[src/rtl/tdc_stamp_fifo_if.sv]
// Hit input, FWFT readout handshake and status signals of the timestamp FIFO.
interface tdc_stamp_fifo_if #(
    parameter int FINE_WIDTH   = 16,
    parameter int COARSE_WIDTH = 16,
    parameter int FIFO_DEPTH   = 16,
    parameter int DROP_WIDTH   = 16
);
    localparam int WORD_W = 1 + COARSE_WIDTH + FINE_WIDTH;
    localparam int LVL_W  = $clog2(FIFO_DEPTH) + 1;

    logic                  i_enable;
    logic                  i_fine_valid;
    logic [FINE_WIDTH-1:0] i_fine_code;
    logic [WORD_W-1:0]     o_tdata;
    logic                  o_tvalid;
    logic                  i_tready;
    logic [LVL_W-1:0]      o_fifo_level;
    logic [DROP_WIDTH-1:0] o_drop_cnt;
    logic                  o_marker_lost;

    modport master (
        input  i_enable, i_fine_valid, i_fine_code, i_tready,
        output o_tdata, o_tvalid, o_fifo_level, o_drop_cnt, o_marker_lost
    );

    modport slave (
        output i_enable, i_fine_valid, i_fine_code, i_tready,
        input  o_tdata, o_tvalid, o_fifo_level, o_drop_cnt, o_marker_lost
    );
endinterface

[src/rtl/tdc_stamp_fifo.sv]
// Extends fine codes with a coarse cycle count, inserts rollover markers and
// buffers the resulting timestamps in a first-word-fall-through FIFO.
module tdc_stamp_fifo #(
    parameter int FINE_WIDTH   = 16,
    parameter int COARSE_WIDTH = 16,
    parameter int FIFO_DEPTH   = 16,
    parameter int DROP_WIDTH   = 16
) (
    input  logic              i_clk,
    input  logic              i_reset,
    tdc_stamp_fifo_if.master  bus
);
    localparam int          WORD_W   = 1 + COARSE_WIDTH + FINE_WIDTH;
    localparam int          AW       = $clog2(FIFO_DEPTH);
    localparam logic [AW:0] FULL_LVL = (AW + 1)'(FIFO_DEPTH);

    function automatic logic [DROP_WIDTH-1:0] sat_inc(input logic [DROP_WIDTH-1:0] v);
        return (&v) ? v : v + 1'b1;
    endfunction

    logic [COARSE_WIDTH-1:0] coarse_p0;
    logic [FINE_WIDTH-1:0]   seq_p0;
    logic                    pending_p0;
    logic                    lost;
    logic                    wrap;

    logic                    vld_p1;
    logic [WORD_W-1:0]       hit_word_p1;

    logic [WORD_W-1:0]       mem [FIFO_DEPTH];
    logic [AW-1:0]           wr_ptr;
    logic [AW-1:0]           rd_ptr;
    logic [AW:0]             level;
    logic [DROP_WIDTH-1:0]   drop_cnt;

    logic                    full;
    logic                    pop;
    logic                    wr_marker;
    logic                    wr_en;
    logic [WORD_W-1:0]       wr_word;

    // Stage p0: coarse time base and rollover marker bookkeeping
    assign wrap = bus.i_enable & (&coarse_p0);

    always_ff @(posedge i_clk) begin
        if (i_reset) begin
            coarse_p0  <= '0;
            seq_p0     <= '0;
            pending_p0 <= 1'b0;
            lost       <= 1'b0;
        end else if (!bus.i_enable) begin
            coarse_p0  <= '0;
            seq_p0     <= '0;
            pending_p0 <= 1'b0;
        end else begin
            coarse_p0 <= coarse_p0 + 1'b1;
            if (wrap) begin
                // An unwritten marker is overtaken; the pending one takes the new sequence number.
                seq_p0     <= seq_p0 + 1'b1;
                pending_p0 <= 1'b1;
                if (pending_p0 && !wr_marker)
                    lost <= 1'b1;
            end else if (wr_marker) begin
                pending_p0 <= 1'b0;
            end
        end
    end

    // Stage p1: registered hit word awaiting its FIFO write
    always_ff @(posedge i_clk) begin
        if (i_reset)
            vld_p1 <= 1'b0;
        else
            vld_p1 <= bus.i_enable & bus.i_fine_valid;
    end

    always_ff @(posedge i_clk) begin
        if (bus.i_enable && bus.i_fine_valid)
            hit_word_p1 <= {1'b0, coarse_p0, bus.i_fine_code};
    end

    // Stage p2: write arbitration and FIFO storage; fullness ignores a same-cycle pop
    assign full      = (level == FULL_LVL);
    assign pop       = (level != '0) & bus.i_tready;
    assign wr_marker = ~vld_p1 & pending_p0 & ~full;
    assign wr_en     = (vld_p1 & ~full) | wr_marker;
    assign wr_word   = vld_p1 ? hit_word_p1 : {1'b1, {COARSE_WIDTH{1'b0}}, seq_p0};

    always_ff @(posedge i_clk) begin
        if (wr_en)
            mem[wr_ptr] <= wr_word;
    end

    always_ff @(posedge i_clk) begin
        if (i_reset) begin
            wr_ptr <= '0;
            rd_ptr <= '0;
            level  <= '0;
        end else begin
            if (wr_en)
                wr_ptr <= wr_ptr + 1'b1;
            if (pop)
                rd_ptr <= rd_ptr + 1'b1;
            case ({wr_en, pop})
                2'b10:   level <= level + 1'b1;
                2'b01:   level <= level - 1'b1;
                default: level <= level;
            endcase
        end
    end

    always_ff @(posedge i_clk) begin
        if (i_reset)
            drop_cnt <= '0;
        else if (vld_p1 && full)
            drop_cnt <= sat_inc(drop_cnt);
    end

    assign bus.o_tvalid      = (level != '0);
    assign bus.o_tdata       = bus.o_tvalid ? mem[rd_ptr] : '0;
    assign bus.o_fifo_level  = level;
    assign bus.o_drop_cnt    = drop_cnt;
    assign bus.o_marker_lost = lost;
endmodule

[src/flat_wrapper.sv]
// flat-port wrapper written by rule: the top's interface ports become plain ports
module tdc_stamp_fifo_flat 
#(
    parameter int FINE_WIDTH   = 16,
    parameter int COARSE_WIDTH = 16,
    parameter int FIFO_DEPTH   = 16,
    parameter int DROP_WIDTH   = 16
)
  (i_clk, i_reset, bus_i_enable, bus_i_fine_valid, bus_i_fine_code, bus_i_tready, bus_o_tdata, bus_o_tvalid, bus_o_fifo_level, bus_o_drop_cnt, bus_o_marker_lost);
  tdc_stamp_fifo_if #(.FINE_WIDTH(FINE_WIDTH), .COARSE_WIDTH(COARSE_WIDTH), .FIFO_DEPTH(FIFO_DEPTH), .DROP_WIDTH(DROP_WIDTH)) bus_i ();
  input  logic i_clk;
  input  logic i_reset;
  input wire logic [$bits(bus_i.i_enable)-1:0] bus_i_enable;
  input wire logic [$bits(bus_i.i_fine_valid)-1:0] bus_i_fine_valid;
  input wire logic [$bits(bus_i.i_fine_code)-1:0] bus_i_fine_code;
  input wire logic [$bits(bus_i.i_tready)-1:0] bus_i_tready;
  output wire logic [$bits(bus_i.o_tdata)-1:0] bus_o_tdata;
  output wire logic [$bits(bus_i.o_tvalid)-1:0] bus_o_tvalid;
  output wire logic [$bits(bus_i.o_fifo_level)-1:0] bus_o_fifo_level;
  output wire logic [$bits(bus_i.o_drop_cnt)-1:0] bus_o_drop_cnt;
  output wire logic [$bits(bus_i.o_marker_lost)-1:0] bus_o_marker_lost;
  assign bus_i.i_enable = bus_i_enable;
  assign bus_i.i_fine_valid = bus_i_fine_valid;
  assign bus_i.i_fine_code = bus_i_fine_code;
  assign bus_i.i_tready = bus_i_tready;
  assign bus_o_tdata = bus_i.o_tdata;
  assign bus_o_tvalid = bus_i.o_tvalid;
  assign bus_o_fifo_level = bus_i.o_fifo_level;
  assign bus_o_drop_cnt = bus_i.o_drop_cnt;
  assign bus_o_marker_lost = bus_i.o_marker_lost;
  tdc_stamp_fifo #(.FINE_WIDTH(FINE_WIDTH), .COARSE_WIDTH(COARSE_WIDTH), .FIFO_DEPTH(FIFO_DEPTH), .DROP_WIDTH(DROP_WIDTH)) u_core (.i_clk(i_clk), .i_reset(i_reset), .bus(bus_i));
endmodule
[config.mk]
export PLATFORM = sky130hd
export DESIGN_NAME = tdc_stamp_fifo_flat
export DESIGN_NICKNAME = d
export VERILOG_FILES = /design/src/rtl/tdc_stamp_fifo_if.sv /design/src/rtl/tdc_stamp_fifo.sv /design/src/flat_wrapper.sv
export SDC_FILE = /design/constraint.sdc
export NUM_CORES = 1
export LEC_CHECK = 0
export ABC_CLOCK_PERIOD_IN_PS = 4100
export BUFFER_PORTS_ARGS = -buffer_cell sky130_fd_sc_hd__buf_2
export CAP_MARGIN = 15
export CELL_PAD_IN_SITES_DETAIL_PLACEMENT = 1
export CELL_PAD_IN_SITES_GLOBAL_PLACEMENT = 2
export CORE_ASPECT_RATIO = 0.75
export CORE_MARGIN = 2
export CORE_UTILIZATION = 44
export DETAILED_ROUTE_END_ITERATION = 10
export PLACE_DENSITY_LB_ADDON = 0.1
export SYNTH_ARGS = -nofsm -noshare
export SYNTH_HDL_FRONTEND = slang
export SYNTH_SLANG_ARGS = --single-unit
[constraint.sdc]
create_clock -name i_clk -period 4.1 [get_ports i_clk]
set_input_delay 0.41 -clock i_clk [delete_from_list [all_inputs] [get_ports i_clk]]
set_output_delay 0.41 -clock i_clk [all_outputs]
set_load 0.03 [all_outputs]
Word-level counts from Yosys, hierarchy flattened:

Memories as Yosys holds them, arrays and structs flattened. A register that Yosys moved wholly into a read port is not among the register bits.
Cells that the tools add are included.

* memories kept: 1
* register bits after elaboration: 96
* memory bits (writable): 528
* output and inout bits: 56
* input port bits: 21
* logic and storage cells: 53

* multiplexer cells: 9
* add/subtract/negate cells: 7
* reduce and logical (&&, ||, !) cells: 12
* eq/ne operators: 3
* bitwise logic cells: 11

Memory list
* u_core.mem: depth 16, width 33, rd ports 1, clocked after memory_dff 1, write ports 1, RTL line tdc_stamp_fifo.sv:30 `logic [WORD_W-1:0] mem [FIFO_DEPTH];`

Operators with widths (number)
* $mux 33: 2
* $add 16x1->16 const B: 3
* $reduce_and 16->1: 2
* $pmux 5 s2: 1
* $add 4x1->4 const B: 2
* $mux 4: 2
* $and 1x1->1: 6
* $add 5x1->5 const B: 1
* $eq 5x5->1 const B: 1
* $reduce_bool 5->1: 1
* $sub 5x1->5 const B: 1
* $mux 1: 4
* $not 1->1: 4
* $reduce_bool 2->1: 2
* $logic_and 1x1->1: 3
* $reduce_and 3->1: 1
* $eq 2x1->1 const B: 1
* $eq 2x2->1 const B: 1
* $reduce_and 2->1: 1
* $reduce_or 2->1: 1
* $logic_not 1->1: 1
* $or 1x1->1: 1

Depth between registers and ports, before layout:

Gate-level depths: netlist (run 1).

* word-level depth: 6
* gate-level depth with buffers: 13
* depth with buffers taken out: 11

Worst setup path after synthesis (run 1):

OpenSTA, ideal clock, no wires.

* path type: reg2reg
* start point: reg u_core.level[1] (netlist: u_core.bus.o_fifo_level[1])
* end point: mem u_core.mem[3][0] (netlist name), enable pin
* cell stages (with the launch flop): 6
* setup time: 464 ps
* data arrival time: 3749 ps
* slack: -113 ps
* buffers on the path: 1
* clock period less this slack: 4213 ps
* path through: dfxtp_1 buf_4 nor4_4 a21oi_1 nand2_1 nor3_1

* longest elaborated chain between the ends: 6
* elaborated cells on any way between the ends: 7
* those cells by class: eq/ne (1); mux (2); bitwise (4)

Ends and longest elaborated chain
* start, declared: RTL line tdc_stamp_fifo.sv:33 `logic [AW:0] level;`
* start signal, assigned: RTL line tdc_stamp_fifo.sv:105 `2'b10: level <= level + 1'b1;`
* start signal, assigned: RTL line tdc_stamp_fifo.sv:106 `2'b01: level <= level - 1'b1;`
* start signal, assigned: RTL line tdc_stamp_fifo.sv:107 `default: level <= level;`
* $eq 5x5->1 (*): RTL line tdc_stamp_fifo.sv:83 `assign full = (level == FULL_LVL);`
* $not 1->1 (*): RTL line tdc_stamp_fifo.sv:85, tdc_stamp_fifo.sv:86
* $and 1x1->1, on equally long branches: RTL line tdc_stamp_fifo.sv:86, tdc_stamp_fifo.sv:85
* $or 1x1->1 (*): RTL line tdc_stamp_fifo.sv:86 `assign wr_en = (vld_p1 & ~full) | wr_marker;`
* $mux 1 (*): RTL line tdc_stamp_fifo.sv:90 `if (wr_en)`
* $mux 1 (implied by the code) (*): RTL line tdc_stamp_fifo.sv:91 `mem[wr_ptr] <= wr_word;`
* end, declared: RTL line tdc_stamp_fifo.sv:30

Mark *: on every way between the ends. The rest lies on a longest branch, timed or not.

==> impl_results.md, run 1 <==
- Root buf cell: clkbuf_16
- Commonest cells after routing, fill and taps aside: edfxtp_1, mux4_2, buf_2, mux2i_1, dfxtp_1
- Setup-violating endpoint count in the final report: 0
- Net count reported at finish: between 1000 and 1500
- Fraction of registers with async set/reset: 0%
- Clock network latency to the later pin of the worst-skew pair: 630 ps
- Count of nets left with antenna violations after detail routing: 0
- Final slew viol count: 0
- TritonCTS clock tree: done
- Sequential-to-total area share from yosys stat: 74.6%
- Level count of the clock H-tree: 2
- Starting density of the core: 44.6%
- Via count of the first global-routing pass: around 13000
- Global route total overflow: 0
- Leakage: around 0.0089 uW
- Wire length of the first global-routing pass: 85.6 mm
- Area growth from synthesis to layout: 15.3%
- Clock slew seen by the registers of the worst setup and hold paths: 70 ps
- Mapped Cells: 1260
- Fmax: 299 MHz
- Number of I/O pins: 77
- Total setup buffers inserted after CTS: 0
- Filler Cell Count: 4938
- Pre-CTS WS: ~1100 ps
- Longest Clk Path Bufs: 3
- Number of buffer cells added on primary ports: 76
- Final Worst Setup Slack: 751 ps
- Total power per unit cell area: around 550 nW/um^2
- Sink Count: between 600 and 700
- Fraction of layout instances using a drive strength above 1: 26.7%
- Total of warnings raised by yosys: 0
- Run status: finished, violations left
- Portion of the clock cycle consumed by the worst path in the final layout: roughly four fifths
- Number of antenna diodes: 0
- Kind of path behind the tightest hold check: input pin to flop
- Total of cells resized after clock tree synthesis: 0
- Failing checks: DRC
- Required @ worst endpoint: 3690 ps
- Setup repair after global routing missed its margin: false
- Pin count of the biggest net entering global routing: 49
- Die extent in y: 208 um
- Startpoint Class: flop
- Number of hold-slack violations in the final timing report: 0
- Detailed placement HPWL: 32.1 mm
- Initial antenna violation count: 0
- Total area of sequential cells: 18200 um^2
- Detail-routed via count per cell: ~5.6
- Final non-filler cell total: 2165
- Area occupied by multi-input gates: between 6000 and 7000 um^2
- Post-synth EDFFs: 560
- Primary flip-flop cell chosen by synthesis mapping: edfxtp_1
- CP Class: flop to primary output
- Detailed-route via count: 12200
- Clk_skew: 35.0 ps
- WHS: between 200 and 300 ps
- Routed metal-1 wire length: between 20 and 30 mm
- Count of unique library cells instantiated by Yosys: 48
- Metal3 WL: 2.23 mm
- Uppermost layer routed: met4
- Number of max-cap violations: 0
- Die X: about 280 um
- Post-layout power: about 15000 uW
- Overall routing resource usage: 20.5%
- Shortest period the worst path allows: 3350 ps
- DRT Pass-1 Iters: 8
- Mean instance size in the synthesized netlist: 19.4 um^2
- Count of routing violations after the opening detailed-route iteration: 1032
- Number of placed cells counting well taps: 2033
- Die ar.: 57300 um^2
- Maximum fanout along the worst path: 48
- Number of buffers created by CTS: 61
- Final wirelength: 57.4 mm
- DRC violations left: 1
- Post-cts hold buffer count: 17
- Met2 routed WL: 28.2 mm
- Kind of capture point of the worst setup path: primary output
- Worst slew margin relative to its limit: 28.5%
- Post-synthesis net count: 1292
- Netlist area before placement: 24400 um^2
- Transition at the pin with the smallest max-transition slack: approximately 1100 ps
- Flops & latches, synth: 628
- WP data arrival: 2940 ps
- Largest voltage drop on the vdd net: 381 uV
- Commonest non-fill, non-tap cell in the layout: edfxtp_1
- Area of the placeable core: 54600 um^2
- Total negative slack for setup checks: 0 ps
- Post-detailed-route wirelength per cell: 26.5 um
- RD Place Congestion: 0.726
- Number of placement rows: 74
[logic make-up after synthesis]
kind of cell | Yosys count | share of synthesized area, %
DFF | 628 | 74.6
AOI/OAI and AO/OA | 85 | 2.10
xor gates and xnor gates | 39 | 1.40
buffers and inverters | 81 | 1.38
muxes | 216 | 15.7
and+or+nand+nor | 200 | 4.28
adders and majority gates | 11 | 0.564
[cells in the mapped netlist, drive strengths merged, types with 2 or more instances]
cell,n,area share [%]
nand2,24,0.37
nor2b,2,0.051
and3,4,0.10
nor3,8,0.16
and2,21,0.54
buf,23,0.48
nand2b,5,0.13
mux2i,70,2.9
o22ai,34,0.87
mux2,14,0.65
inv,13,0.20
xnor2,17,0.61
or4,2,0.077
nand3,17,0.35
a21oi,21,0.43
nor2,69,1.1
a31oi,2,0.051
clkbuf,45,0.70
xor2,22,0.79
or3,15,0.39
and4,7,0.25
o21ai,17,0.35
nand4,19,0.49
mux4,132,12
ha,11,0.56
nor4,5,0.25
edfxtp,560,69
dfxtp,68,5.6
a21o,2,0.067
[cell type report]
cell class / instances / area share, %
multi-input cells: 551 / 21.4
clock inverters: 25 / 0.824
repair buffers: 136 / 3.37
well taps: 722 / 3.21
clock buffers: 90 / 6.29
inverters: 13 / 0.174
flip-flops and latches: 628 / 64.7
[flip-flops by register name (all words and copies together), names as in the netlist, named ones only]
signal	count
u_core.bus.o_drop_cnt	16
u_core.bus.o_fifo_level	5
u_core.bus.o_marker_lost	1
u_core.coarse_p0	16
u_core.hit_word_p1	32
u_core.mem	528
u_core.pending_p0	1
u_core.rd_ptr	4
u_core.seq_p0	16
u_core.vld_p1	1
u_core.wr_ptr	4
[through the flow]
step	utilization [%]	area, um^2
after global placement	47.5	25900
after global routing	51.4	28100
final	51.4	28100
after CTS	51.4	28100
after floorplan	-	24400
after detailed placement	47.5	25900
[worst max-delay path, cell delays in order (launching register included)]
cell and delay, ps:
dfxtp_4 670, buf_12 420, mux4_2 560, mux2i_1 150
o22ai_1 210, buf_2 260
[report_power, final]
part | internal (uW) | switching [uW]
sequential | 6980 | 129
combinational | 1180 | 1500
clock | 3230 | 2370
[path summary, 6_finish.rpt]
path / slack, ps / from / end / depth (start not counted)
max: 750 / flop / bus_o_tdata[2] / 5
min: 290 / i_reset / u_core.wr_ptr[3] / 2
max reg2reg: 1120 / u_core.bus.o_fifo_level[2] / u_core.bus.o_fifo_level[2] / 9
min reg2reg: 480 / u_core.coarse_p0[0] / u_core.coarse_p0[0] / 1
[routing by layer]
layer,vias up,track usage (%)
met2,240,33.4
met3,68,2.86
met4,0,4.67
met5,-,0
li1,5352,-
met1,6503,29.4
No activity file was read; power rests on OpenSTA's default activity.
==> run 2: changes to the inputs <==
--- a/config.mk
+++ b/config.mk
@@ -5,14 +5,15 @@
 export SDC_FILE = /design/constraint.sdc
 export NUM_CORES = 1
 export LEC_CHECK = 0
-export ABC_CLOCK_PERIOD_IN_PS = 4100
+export ABC_AREA = 1
+export ABC_CLOCK_PERIOD_IN_PS = 2900
 export BUFFER_PORTS_ARGS = -buffer_cell sky130_fd_sc_hd__buf_2
 export CAP_MARGIN = 15
 export CELL_PAD_IN_SITES_DETAIL_PLACEMENT = 1
 export CELL_PAD_IN_SITES_GLOBAL_PLACEMENT = 2
 export CORE_ASPECT_RATIO = 0.75
 export CORE_MARGIN = 2
-export CORE_UTILIZATION = 44
+export CORE_UTILIZATION = 38
 export DETAILED_ROUTE_END_ITERATION = 10
 export PLACE_DENSITY_LB_ADDON = 0.1
 export SYNTH_ARGS = -nofsm -noshare
==> constraint.sdc (replaced) <==
create_clock -name i_clk -period 2.9 [get_ports i_clk]
set_input_delay 0.29 -clock i_clk [delete_from_list [all_inputs] [get_ports i_clk]]
set_output_delay 0.29 -clock i_clk [all_outputs]
set_load 0.03 [all_outputs]
==> run 2 against run 1 <==
- the flow now finishes without violations
- combinational power rose by 140%
- hold slack got worse by 230 ps
- highest routed layer unchanged
- sequential cell count is the same
- synthesized cell count is 90% higher
- synthesized area up 6.8%
- global-route usage rose by 2.0 points
- largest power group unchanged
- via count grew 48%
- critical path depth grew 4
- first-iteration DRC count up 42%
- setup slack lost 660 ps
- register-to-register slack worse by 530 ps
==> impl_results.md, run 2 <==
- DRC violations left: 0
- Mean instance size in the synthesized netlist: roughly 11 um^2
- Cell-internal power: 16700 uW
- Via count of the first global-routing pass: 18500
- Sequential group share of total power: about two fifths
- CP Class: flop to primary output
- Kind of path behind the tightest hold check: input pin to flop
- Largest incremental delay on the critical path: 400 ps
- Number of I/O pins: 77
- Setup slack, reg-to-reg: slightly below 600 ps
- DRT Pass-1 Iters: 5
- Largest voltage drop on the vdd net: just under 500 uV
- Flops & latches, synth: 628
- Met3 Use GR: 2.86%
- Maximum fanout along the worst path: 44
- Post-synthesis net count: about 2400
- Number of max-cap violations: 0
- Detailed placement HPWL: 42.9 mm
- Sink Count: 628
- Die ar.: 70700 um^2
- Root buf cell: clkbuf_16
- Standard cell with the maximum stage delay on the critical path: dfxtp_4
- Area growth from synthesis to layout: 16.5%
- Shortest period the worst path allows: around 2800 ps
- Combinational cell fraction of total power: 26.2%
- Clock network latency to the later pin of the worst-skew pair: 610 ps
- Number of buffers created by CTS: just under 70
- Fmax: 356 MHz
- Fraction of met2 tracks used by global routing: 34.8%
- Most Crowded Layer GR: met2
- Family with the most delay on the worst path: buffers and inverters
- Setup-violating endpoint count in the final report: 0
- WHS: slightly above 60 ps
- Global route total overflow: 0
- Cells along the critical path: inv_12 -> buf_16 -> nand2_1 -> nand3_1 -> nand3_1 -> nand2_1 -> nand2_1 -> a21oi_1 -> buf_2
- Most prevalent standard cell on the critical path: nand2_1
- Final wirelength: 78.9 mm
- Fraction of layout instances using a drive strength above 1: 11.9%
- TritonCTS clock tree: done
- Number of hold-slack violations in the final timing report: 0
- Area share of the largest cell type after synthesis: 64.6%
- Total setup buffers inserted after CTS: 0
- Worst slew margin relative to its limit: 35.2%
- Hold wc startpoint: bus_i_tready
- Worst flop-to-flop path startpoint: u_core.bus.o_fifo_level[1]
- Cell accounting for the most synthesized area: edfxtp_1
- Destination of the worst register-to-register timing path: u_core.bus.o_fifo_level[4]
- Switching power: 8350 uW
- Clock slew seen by the registers of the worst setup and hold paths: 60 ps
- Net count reported at finish: roughly 2500
- Regs by FF count: u_core.mem x528, u_core.hit_word_p1 x32
- Final design utilization: 44.6%
- Area of the placeable core: about 68000 um^2
- Largest cells by area after synthesis: edfxtp_1, nand2_1, nand3_1
- Mapped Cells: 2397
- Required @ worst endpoint: 2610 ps
- Commonest non-fill, non-tap cell in the layout: nand2_1
- Wire length of the first global-routing pass: 118 mm
- Post-detailed-route wirelength per cell: 22.9 um
- Commonest cells after routing, fill and taps aside: nand2_1, edfxtp_1, nand3_1, inv_1, nor2_1
- Count of unique library cells instantiated by Yosys: 31
- Starting density of the core: 38.2%
- Longest Clk Path Bufs: 3
- Hold depth: 4
- Register with the most flip-flops: u_core.mem
- Overall routing resource usage: 22.5%
- Initial antenna violation count: 0
- Detail-routed via count per cell: 5.23
- Post-synth EDFFs: 560
- Die X: about 310 um
- Count of nets left with antenna violations after detail routing: 0
- Fraction of power consumed by the clock network: 33.8%
- Number of antenna diodes: 0
- Startpoint Class: flop
- Cell with the most instances after synthesis: nand2_1
- Portion of the clock cycle consumed by the worst path in the final layout: a little over nine tenths
- Synth cell count leaders: nand2_1, edfxtp_1, nand3_1
- Sequential-to-total area share from yosys stat: 69.8%
- Total of warnings raised by yosys: 0
- Level count of the clock H-tree: 3
- Transition at the pin with the smallest max-transition slack: between 900 and 1000 ps
- Net switching fraction of the power: 33.3%
- Met1 layer usage reported by global route: 33.8%
- Final slew viol count: 0
- Primary flip-flop cell chosen by synthesis mapping: edfxtp_1
- Total negative slack for setup checks: 0 ps
- Total power per unit cell area: between 800 and 900 nW/um^2
- Netlist area before placement: 26000 um^2
- Clk_skew: 21.2 ps
- Largest register FFs: about 530
- Fraction of registers with async set/reset: 0%
- Leakage: 0.0112 uW
- Detailed-route via count: 18000
- Buffering stage count on the worst path with inverters included: 3
- Pin count of the biggest net entering global routing: between 100 and 150
- Number of cells on the worst reg-to-reg path: 15
- WP data arrival: about 2500 ps
- Number of placement rows: between 80 and 90
- Count of routing violations after the opening detailed-route iteration: roughly 1500
- Run status: completed
- Number of buffer cells added on primary ports: 76
- Die extent in y: 231 um
- RD Place Congestion: around 0.74
- Setup repair after global routing missed its margin: true
- Kind of capture point of the worst setup path: primary output
==> run 2: cell types whose count changed after synthesis, sizes merged, moves of 51 or more <==
cell and delta:
mux2i -70, inv +75, mux4 -132, a21oi +51, buf +81, nand2 +833, nand3 +418
==> run 2: how the worst max path moves through the flow <==
stage                               startpoint                to  depth (start not counted)
finish                                    flop    bus_o_tdata[4]                          9
global route                              flop    bus_o_tdata[4]                          9
CTS                                       flop    bus_o_tdata[2]                          8
detailed placement                        flop   bus_o_tdata[10]                          9
global placement                          flop   bus_o_tdata[31]                          9
floorplan           u_core.bus.o_fifo_level[0]  u_core.mem[0][0]                          6
==> run 2: final cells by class <==
| type | instances | area (um^2) |
|---|---|---|
| Clock inverter | 21 | 155 |
| Timing Repair Buffer | 166 | 1530 |
| Fill cell | 7329 | 37800 |
| Clock buffer | 96 | 1990 |
| Tap cell | 892 | 1120 |
| Sequential cell | 628 | 18200 |
| Multi-Input combinational cell | 1554 | 7020 |
| Inverter | 90 | 357 |
==> run 2: timing repair <==
action / CTS / global route
hold buffers: 18 / 0
pin swaps: 0 / 1
hold endpoints to repair: 18 / 0
cloned: 0 / 2
endpoints found under the setup margin: 20 / 14
resized for setup: 10 / 9
==> run 2: worst register-to-register path, cell delays in order, from the launching register on <==
cell     delay, ps
dfxtp_1        360
nor2_2         200
nand3_1        140
o21ai_2        180
ha_1           380
nand2_1         90
inv_1           80
nor2_1          50
ha_1           180
a21o_1         170
nand3_1        100
nand2_1         60
nand2_1         60
nand3_1         60
nand2_1         60
inv_1           30
==> run 2: cells by family after synthesis <==
family / count (synthesis) / synth area share (%)
xor gates and xnor gates: 14 / 0.471
buffers and inverters: 215 / 3.87
DFF: 628 / 69.8
and+or+nand+nor: 1419 / 23.1
adders and majority gates: 11 / 0.528
AOI/OAI and AO/OA: 110 / 2.22
==> run 2: per-stage QoR <==
stage                     worst slack [ps]  instance area, um^2  power, uW  instances
after global placement                 520                27900      16600       3310
final                                 88.7                30400      25100       3447
after floorplan                      -38.5                26100      14500       2397
after detailed placement               527                27900      16600       3310
after global routing                 -63.4                30400      26300       3447
after CTS                             9.58                30300      25200       3445
==> run 2: power by group through the flow <==
stage / Sequential [uW] / Combinational [uW] / Clock (uW)
floorplan: 10200 / 4290 / 0
global placement: 10200 / 6370 / 0
detailed placement: 10200 / 6440 / 0
CTS: 10000 / 6520 / 8680
global route: 10000 / 7250 / 8990
finish: 10000 / 6560 / 8480
==> run 2: layer usage <==
metal	wire length [um]	vias up	part of all wire [%]
met1	39300	9176	50
met2	35300	334	45
met5	0	-	0
li1	-	8452	-
met3	3150	82	4.0
met4	1250	0	1.6
